===== config.mk =====
export PLATFORM = sky130hd
export DESIGN_NAME = lfsr_delay_ctrl
export DESIGN_NICKNAME = d
export VERILOG_FILES = /design/src/rtl/lfsr_delay_ctrl.sv
export SDC_FILE = /design/constraint.sdc
export NUM_CORES = 1
export LEC_CHECK = 0
export BUFFER_PORTS_ARGS = -buffer_cell sky130_fd_sc_hd__buf_2
export CELL_PAD_IN_SITES_DETAIL_PLACEMENT = 0
export CELL_PAD_IN_SITES_GLOBAL_PLACEMENT = 1
export CORE_AREA = 2 2 105 82
export CTS_BUF_LIST = sky130_fd_sc_hd__clkbuf_4 sky130_fd_sc_hd__clkbuf_8 sky130_fd_sc_hd__clkbuf_16
export DETAILED_ROUTE_END_ITERATION = 6
export DIE_AREA = 0 0 107 84
export PLACE_DENSITY_LB_ADDON = 0.1
export SLEW_MARGIN = 20
export SYNTH_ARGS = -nofsm -noshare
export SYNTH_HDL_FRONTEND = slang
export SYNTH_SLANG_ARGS = --single-unit

===== constraint.sdc =====
create_clock -name clk -period 2 [get_ports clk]
set_input_delay 0 -clock clk [delete_from_list [all_inputs] [get_ports clk]]
set_output_delay 0 -clock clk [all_outputs]
set_load 0.05 [all_outputs]

===== src/rtl/lfsr_delay_ctrl.sv =====
// Single-slot request stager that inserts random, fixed or zero wait states
// between an upstream requester and a downstream consumer, counting stalls.
module lfsr_delay_ctrl #(
    parameter int DW   = 32,
    parameter int DLYW = 4
) (
    input  logic            clk,
    input  logic            rst,
    input  logic [7:0]      lfsr,
    input  logic [1:0]      cfg_mode,
    input  logic [DLYW-1:0] cfg_delay,
    input  logic            in_valid,
    output logic            in_ready,
    input  logic [DW-1:0]   in_data,
    output logic            out_valid,
    input  logic            out_ready,
    output logic [DW-1:0]   out_data,
    output logic            busy,
    output logic [15:0]     stall_cnt,
    input  logic            cnt_clr
);

    typedef enum logic [1:0] {
        IDLE  = 2'd0,
        DELAY = 2'd1,
        SEND  = 2'd2
    } state_t;

    localparam logic [1:0] MODE_RANDOM = 2'b00;
    localparam logic [1:0] MODE_FIXED  = 2'b01;

    state_t          state, state_nxt;
    logic [DLYW-1:0] cnt, cnt_nxt;
    logic [DLYW-1:0] dly;
    logic [DW-1:0]   data_q;
    logic [15:0]     stall_q;
    logic            accept;
    logic            lfsr_unused;

    // Bits of the random source above DLYW never reach the delay.
    assign lfsr_unused = ^lfsr;

    assign accept = (state == IDLE) && in_valid;

    // Mode 11 is reserved and behaves like zero-delay.
    always_comb begin
        case (cfg_mode)
            MODE_RANDOM: dly = lfsr[DLYW-1:0];
            MODE_FIXED:  dly = cfg_delay;
            default:     dly = '0;
        endcase
    end

    // NOTE: every signal assigned here gets a default first so no path leaves
    // it unassigned; a missing default would infer a latch.
    always_comb begin
        state_nxt = state;
        cnt_nxt   = cnt;
        case (state)
            IDLE: begin
                if (in_valid) begin
                    if (dly == '0) begin
                        state_nxt = SEND;
                    end else begin
                        cnt_nxt   = dly;
                        state_nxt = DELAY;
                    end
                end
            end
            DELAY: begin
                cnt_nxt = cnt - DLYW'(1);
                if (cnt == DLYW'(1)) begin
                    state_nxt = SEND;
                end
            end
            SEND: begin
                if (out_ready) begin
                    state_nxt = IDLE;
                end
            end
            default: begin
                state_nxt = IDLE;
            end
        endcase
    end

    // NOTE: sequential state uses non-blocking assignments so every register
    // samples the pre-edge values regardless of statement order.
    always_ff @(posedge clk) begin
        if (rst) begin
            state <= IDLE;
            cnt   <= '0;
        end else begin
            state <= state_nxt;
            cnt   <= cnt_nxt;
        end
    end

    // The payload register is cleared on reset so out_data reads 0 afterwards.
    always_ff @(posedge clk) begin
        if (rst) begin
            data_q <= '0;
        end else if (accept) begin
            data_q <= in_data;
        end
    end

    // Clear wins over increment; the count saturates instead of wrapping.
    always_ff @(posedge clk) begin
        if (rst || cnt_clr) begin
            stall_q <= '0;
        end else if ((state == DELAY) && (stall_q != 16'hFFFF)) begin
            stall_q <= stall_q + 16'd1;
        end
    end

    assign in_ready  = (state == IDLE);
    assign out_valid = (state == SEND);
    assign busy      = (state != IDLE);
    assign out_data  = data_q;
    assign stall_cnt = stall_q;

endmodule

== Word-level counts from Yosys, hierarchy flattened ==
Index checks and enable logic that the tools add are counted.

* Logic and storage cells: 34
* Register bits: 54
* Output and inout port bits: 51
* Bits of input ports: 51

* Eq/ne operators: 9
* Reduce and logical (&&, ||, !) cells: 10
* Add/sub/neg operators: 2
* Multiplexer cells: 9

{| class="wikitable"
|+ Operator list
! cell !! number
|-
| adder 16 x 1 -> 16 bit, second input constant || 1
|-
| inequality test 16 bit, second input constant || 1
|-
| case mux 4 bit (2 select lines) || 2
|-
| two-way mux 2 bit || 4
|-
| two-way mux 4 bit || 2
|-
| inequality test 2 bit, second input constant || 3
|-
| case mux 2 bit (3 select lines) || 1
|-
| AND reduction 3 bit || 2
|-
| equality test 2 x 1 -> 1 bit, second input constant || 2
|-
| equality test 4 x 1 -> 1 bit, second input constant || 1
|-
| logical NOT 2 bit || 2
|-
| logical NOT 4 bit || 1
|-
| nonzero test 2 bit || 2
|-
| subtractor 4 x 1 -> 4 bit, second input constant || 1
|-
| equality test 2 bit, second input constant || 1
|-
| logical AND 1 bit || 2
|-
| inequality test 2 x 1 -> 1 bit, second input constant || 1
|-
| logical OR 1 bit || 1
|}

== Longest topological paths before layout ==
* Depth in word-level cells: 6
* Mapped depth: 7
* Mapped depth without buffers: 5

== Least setup slack after synthesis ==
No wires, ideal clock.

* Path kind: register to register
* Start: reg stall_q[1] (netlist: stall_cnt[1])
* End: reg stall_q[10] (netlist: stall_cnt[10])
* Arrival: 1,960 ps
* Data required time: 1,930 ps
* Cell stages (with the launch flop): 6
* Setup slack: -30 ps
* Library setup time: 70 ps
* Path buffers: 0
* Period minus slack after synthesis: 2,030 ps
* Cell sequence: dfxtp_1 -> ha_1 -> and3_1 -> o211ai_2 -> or4_2 -> a21oi_1

* Cells in the longest elaborated chain, start to end: 2
* Elaborated cells between the ends (all ways): 3

{| class="wikitable"
|+ RTL lines
! what !! line !! source
|-
| start: declaration || 36 || <nowiki>logic [15:0] stall_q;</nowiki>
|-
| start signal: assignment || 113 || <nowiki>stall_q <= stall_q + 16'd1;</nowiki>
|-
| parallel branches: the longest is 2 deep, another holds adder 16 x 1 -> 16 bit || n/a ||
|}

Parallel ways; which one is timed is not known.
A chain may end at the register's enable or synchronous reset.

== Worst setup path in the final report ==
* Start: reg stall_q[0] (netlist: stall_cnt[0])
* End: reg stall_q[10] (netlist: stall_cnt[10])

Same word-level chain as after synthesis.

==> metrics.md <==
| Metric | Value |
|---|---|
| Clk sinks | `54` |
| Leak | `~0.0015 µW` |
| CP Data Arrival Time | `roughly 2 ns` |
| Status | `finished, final reports clean` |
| CTS max path bufs | `2` |
| Startpoint Class | `register` |
| Top cells by area, synth | `dfxtp_1 (45%), nand2_1 (11%), a21oi_1 (11%)` |
| Syn. warnings | `0` |
| Cells after DPL | `between 400 and 500` |
| Initial antenna violation count | `0` |
| Hold Fails Final Rpt | `0` |
| Synth-to-layout area growth | `43.8%` |
| Worst path cell trace | `ha_1 > and3_1 > o211ai_2 > or4_2 > a21oi_1` |
| Hold crit path type | `input port to register` |
| Final Setup Violations | `0` |
| Least-Margin Pin Slew | `approximately 0.43 ns` |
| Flop and latch count out of synthesis | `54` |
| Post-synth top area share | `between 40% and 50%` |
| Yosys cell types | `47` |
| Fmax | `roughly 570 MHz` |
| Vias per cell | `about 4.7` |
| # fillers | `860` |
| First-pass GRT wire length | `11300 µm` |
| Syn Nets | `roughly 340` |
| Pin count of the biggest net entering global routing | `32` |
| Die Y | `between 80 and 90 µm` |
| Switching Share | `between 30% and 40%` |
| Seq/Total Area, Yosys | `45.3%` |
| Fin Setup TNS | `0 ns` |
| Total track usage | `15.5%` |
| Post-DRT Antenna Nets | `0` |
| Most frequent cell after synthesis | `nand2_1` |
| Combinational share of power | `about a quarter` |
| CTS H-tree lvls | `2` |
| Register clock-pin slew on the reported worst setup and hold paths | `0.10 ns` |
| Post-DR wirelength/cell | `approximately 13 µm` |
| CP Max Fanout | `8` |
| Clock power frac | `29.4%` |
| Final max-slew violation count | `0` |
| Cell Rows | `29` |
| Max VDD drop | `0.303 mV` |
| Die Width | `between 100 and 150 µm` |
| Post-Syn Area | `approximately 2400 µm²` |
| Nets | `469` |
| Drt pass-1 iters | `4` |
| CP peak stage delay | `0.57 ns` |
| Vias | `approximately 2400` |
| Total CTS buffers | `5` |
| Net switching power | `~780 µW` |
| Synthesized area per cell | `slightly above 8 µm²` |
| HPWL Detailed | `4770 µm` |
| Worst EP required | `2.24 ns` |
| Diode count | `0` |
| Sequential share of power | `between 40% and 50%` |
| Post-synth EDFFs | `0` |
| Setup bufs post-CTS | `0` |
| Final period util | `approximately nine tenths` |
| Port Buf Inserts | `97` |
| Die ar. | `8990 µm²` |
| Top post-synthesis cells by count | `nand2_1 (73), dfxtp_1 (54), a21oi_1 (51), clkbuf_1 (9), o31ai_1 (7)` |
| Synth Flop Type | `dfxtp_1` |
| Starting Density | `just under 30%` |
| Power per cell area | `just over 700 nW/µm²` |
| Clock Latency Late Sink | `0.31 ns` |
| Internal power | `between 1500 and 2000 µW` |
| Period minus WS final | `about 1.8 ns` |
| Vias in the first global route | `approximately 2300` |
| Post-CTS Hold Buffers | `33` |
| Max Cap Viol | `0` |
| Worst Setup End Kind | `register` |
| DRT Wirelength | `6950 µm` |
| Layout cells sized above 1 | `31.3%` |
| Slowest CP cell | `or4_2` |
| Post-Route Skew | `approximately 0.010 ns` |
| TritonCTS clock tree | `built` |
| Clock root cell | `clkbuf_8` |
| Grt ovf | `0` |
| Critical path class | `register to register` |
| GP Congestion | `between 0.7 and 0.8` |
| Core box area | `~8100 µm²` |
| Initial DRC Count | `~110` |
| Slew headroom | `a little under three quarters` |
| Num ports | `roughly 100` |
| FFs w/ async S/R, synth | `0%` |
| Cell taking the most area after synthesis | `dfxtp_1` |
| Cell Count, Final, Fillers Out | `between 500 and 600` |
| Drt drc | `0` |
| # resized after CTS | `0` |
| RSZ-0062 raised after global routing | `no` |
| Number of cells produced by synthesis | `about 290` |
-- stage by stage --
step | total power (µW) | util [%] | worst slack [ns] | hold slack, ns | cell area [µm²]
floorplan | 1570 | - | 0.0628 | 0.136 | 2390
global placement | 1730 | 37.0 | 0.292 | 0.242 | 3000
detailed placement | 1740 | 37.0 | 0.266 | 0.247 | 3000
CTS | 2530 | 42.4 | 0.232 | 0.0564 | 3430
global route | 2630 | 42.4 | 0.0896 | 0.0997 | 3430
finish | 2490 | 42.4 | 0.231 | 0.0673 | 3430
-- worst max-delay path, delay by kind of cell, from the launching register on --
family,cells,cell delay (ns)
AO/OA/AOI/OAI,2,0.33
adder cells (fa/ha/maj),1,0.22
flip-flops,1,0.38
AND/OR/NAND/NOR,2,0.78
-- metal layers --
layer	part of all wire (%)	vias to the layer above	track usage (%)	wire length (µm)
li1	-	1274	-	-
met1	51	1110	21.5	3570
met2	43	52	24.5	3000
met3	4.7	4	3.51	330
met4	0.60	0	3.54	42
met5	0	-	0	0
-- state kept, by name, indices dropped and copies added (netlist names) --
name / flops
stall_cnt: 16
out_data: 32
state: 2
cnt: 4
-- cells in the final DEF (no fill, tap or decap), drive strengths merged, types with 2 or more instances in the layout --
master and instances:
nor4 3, nor3 4, mux2i 4, a221oi 2
and2 2, a21oi 51, dfxtp 54, clkbuf 5
clkinv 2, o21ai 6, ha 3, nor2 6
or3 5, inv 6, nand4 7, or4 7
o21a 2, or2 2, and4 2, nand2 73
buf 103, a31oi 2, dlygate4sd3 33, nor2b 2
nand3 6, mux2 3, o31ai 7
-- power by group through the flow --
stage / Sequential, µW / Combinational, µW / Clock (µW)
after floorplan: 1360 / 217 / 0
after global placement: 1190 / 540 / 0
after detailed placement: 1200 / 541 / 0
after CTS: 1170 / 592 / 763
after global routing: 1180 / 639 / 812
final: 1170 / 588 / 730
-- cell type report --
class | count | area (µm²) | share of cell area, %
clock inverter | 3 | 40.0 | 1.17
tap | 108 | 135 | 3.93
multi-input combinational | 212 | 1210 | 35.3
inverter | 6 | 22.5 | 0.656
timing repair buffer | 136 | 873 | 25.4
sequential | 54 | 1080 | 31.5
clock buffer | 5 | 68.8 | 2.00
-- kinds of logic after synthesis --
logic type               Yosys count  synth area share [%]
XOR/XNOR                           1                 0.367
adder cells (fa/ha/maj)            3                  1.57
AND/OR/NAND/NOR                  123                  26.4
buffers and inverters             22                  4.03
flip-flops                        54                  45.3
multiplexers                       7                  3.09
AO/OA/AOI/OAI                     78                  19.3
-- final timing paths --
check                            startpoint                          to  slack, ns  cells after the start
setup / recovery  stall_cnt[0]$_SDFFE_PP0P_  stall_cnt[10]$_SDFFE_PP0P_       0.23                      5
hold / removal                  cfg_mode[1]       state[1]$_SDFFE_PP0P_       0.07                      3
setup reg to reg  stall_cnt[0]$_SDFFE_PP0P_  stall_cnt[10]$_SDFFE_PP0P_       0.23                      5
hold reg to reg   out_data[14]$_SDFFE_PP0P_   out_data[14]$_SDFFE_PP0P_       0.46                      2
No activity file was read; power rests on OpenSTA's default activity.
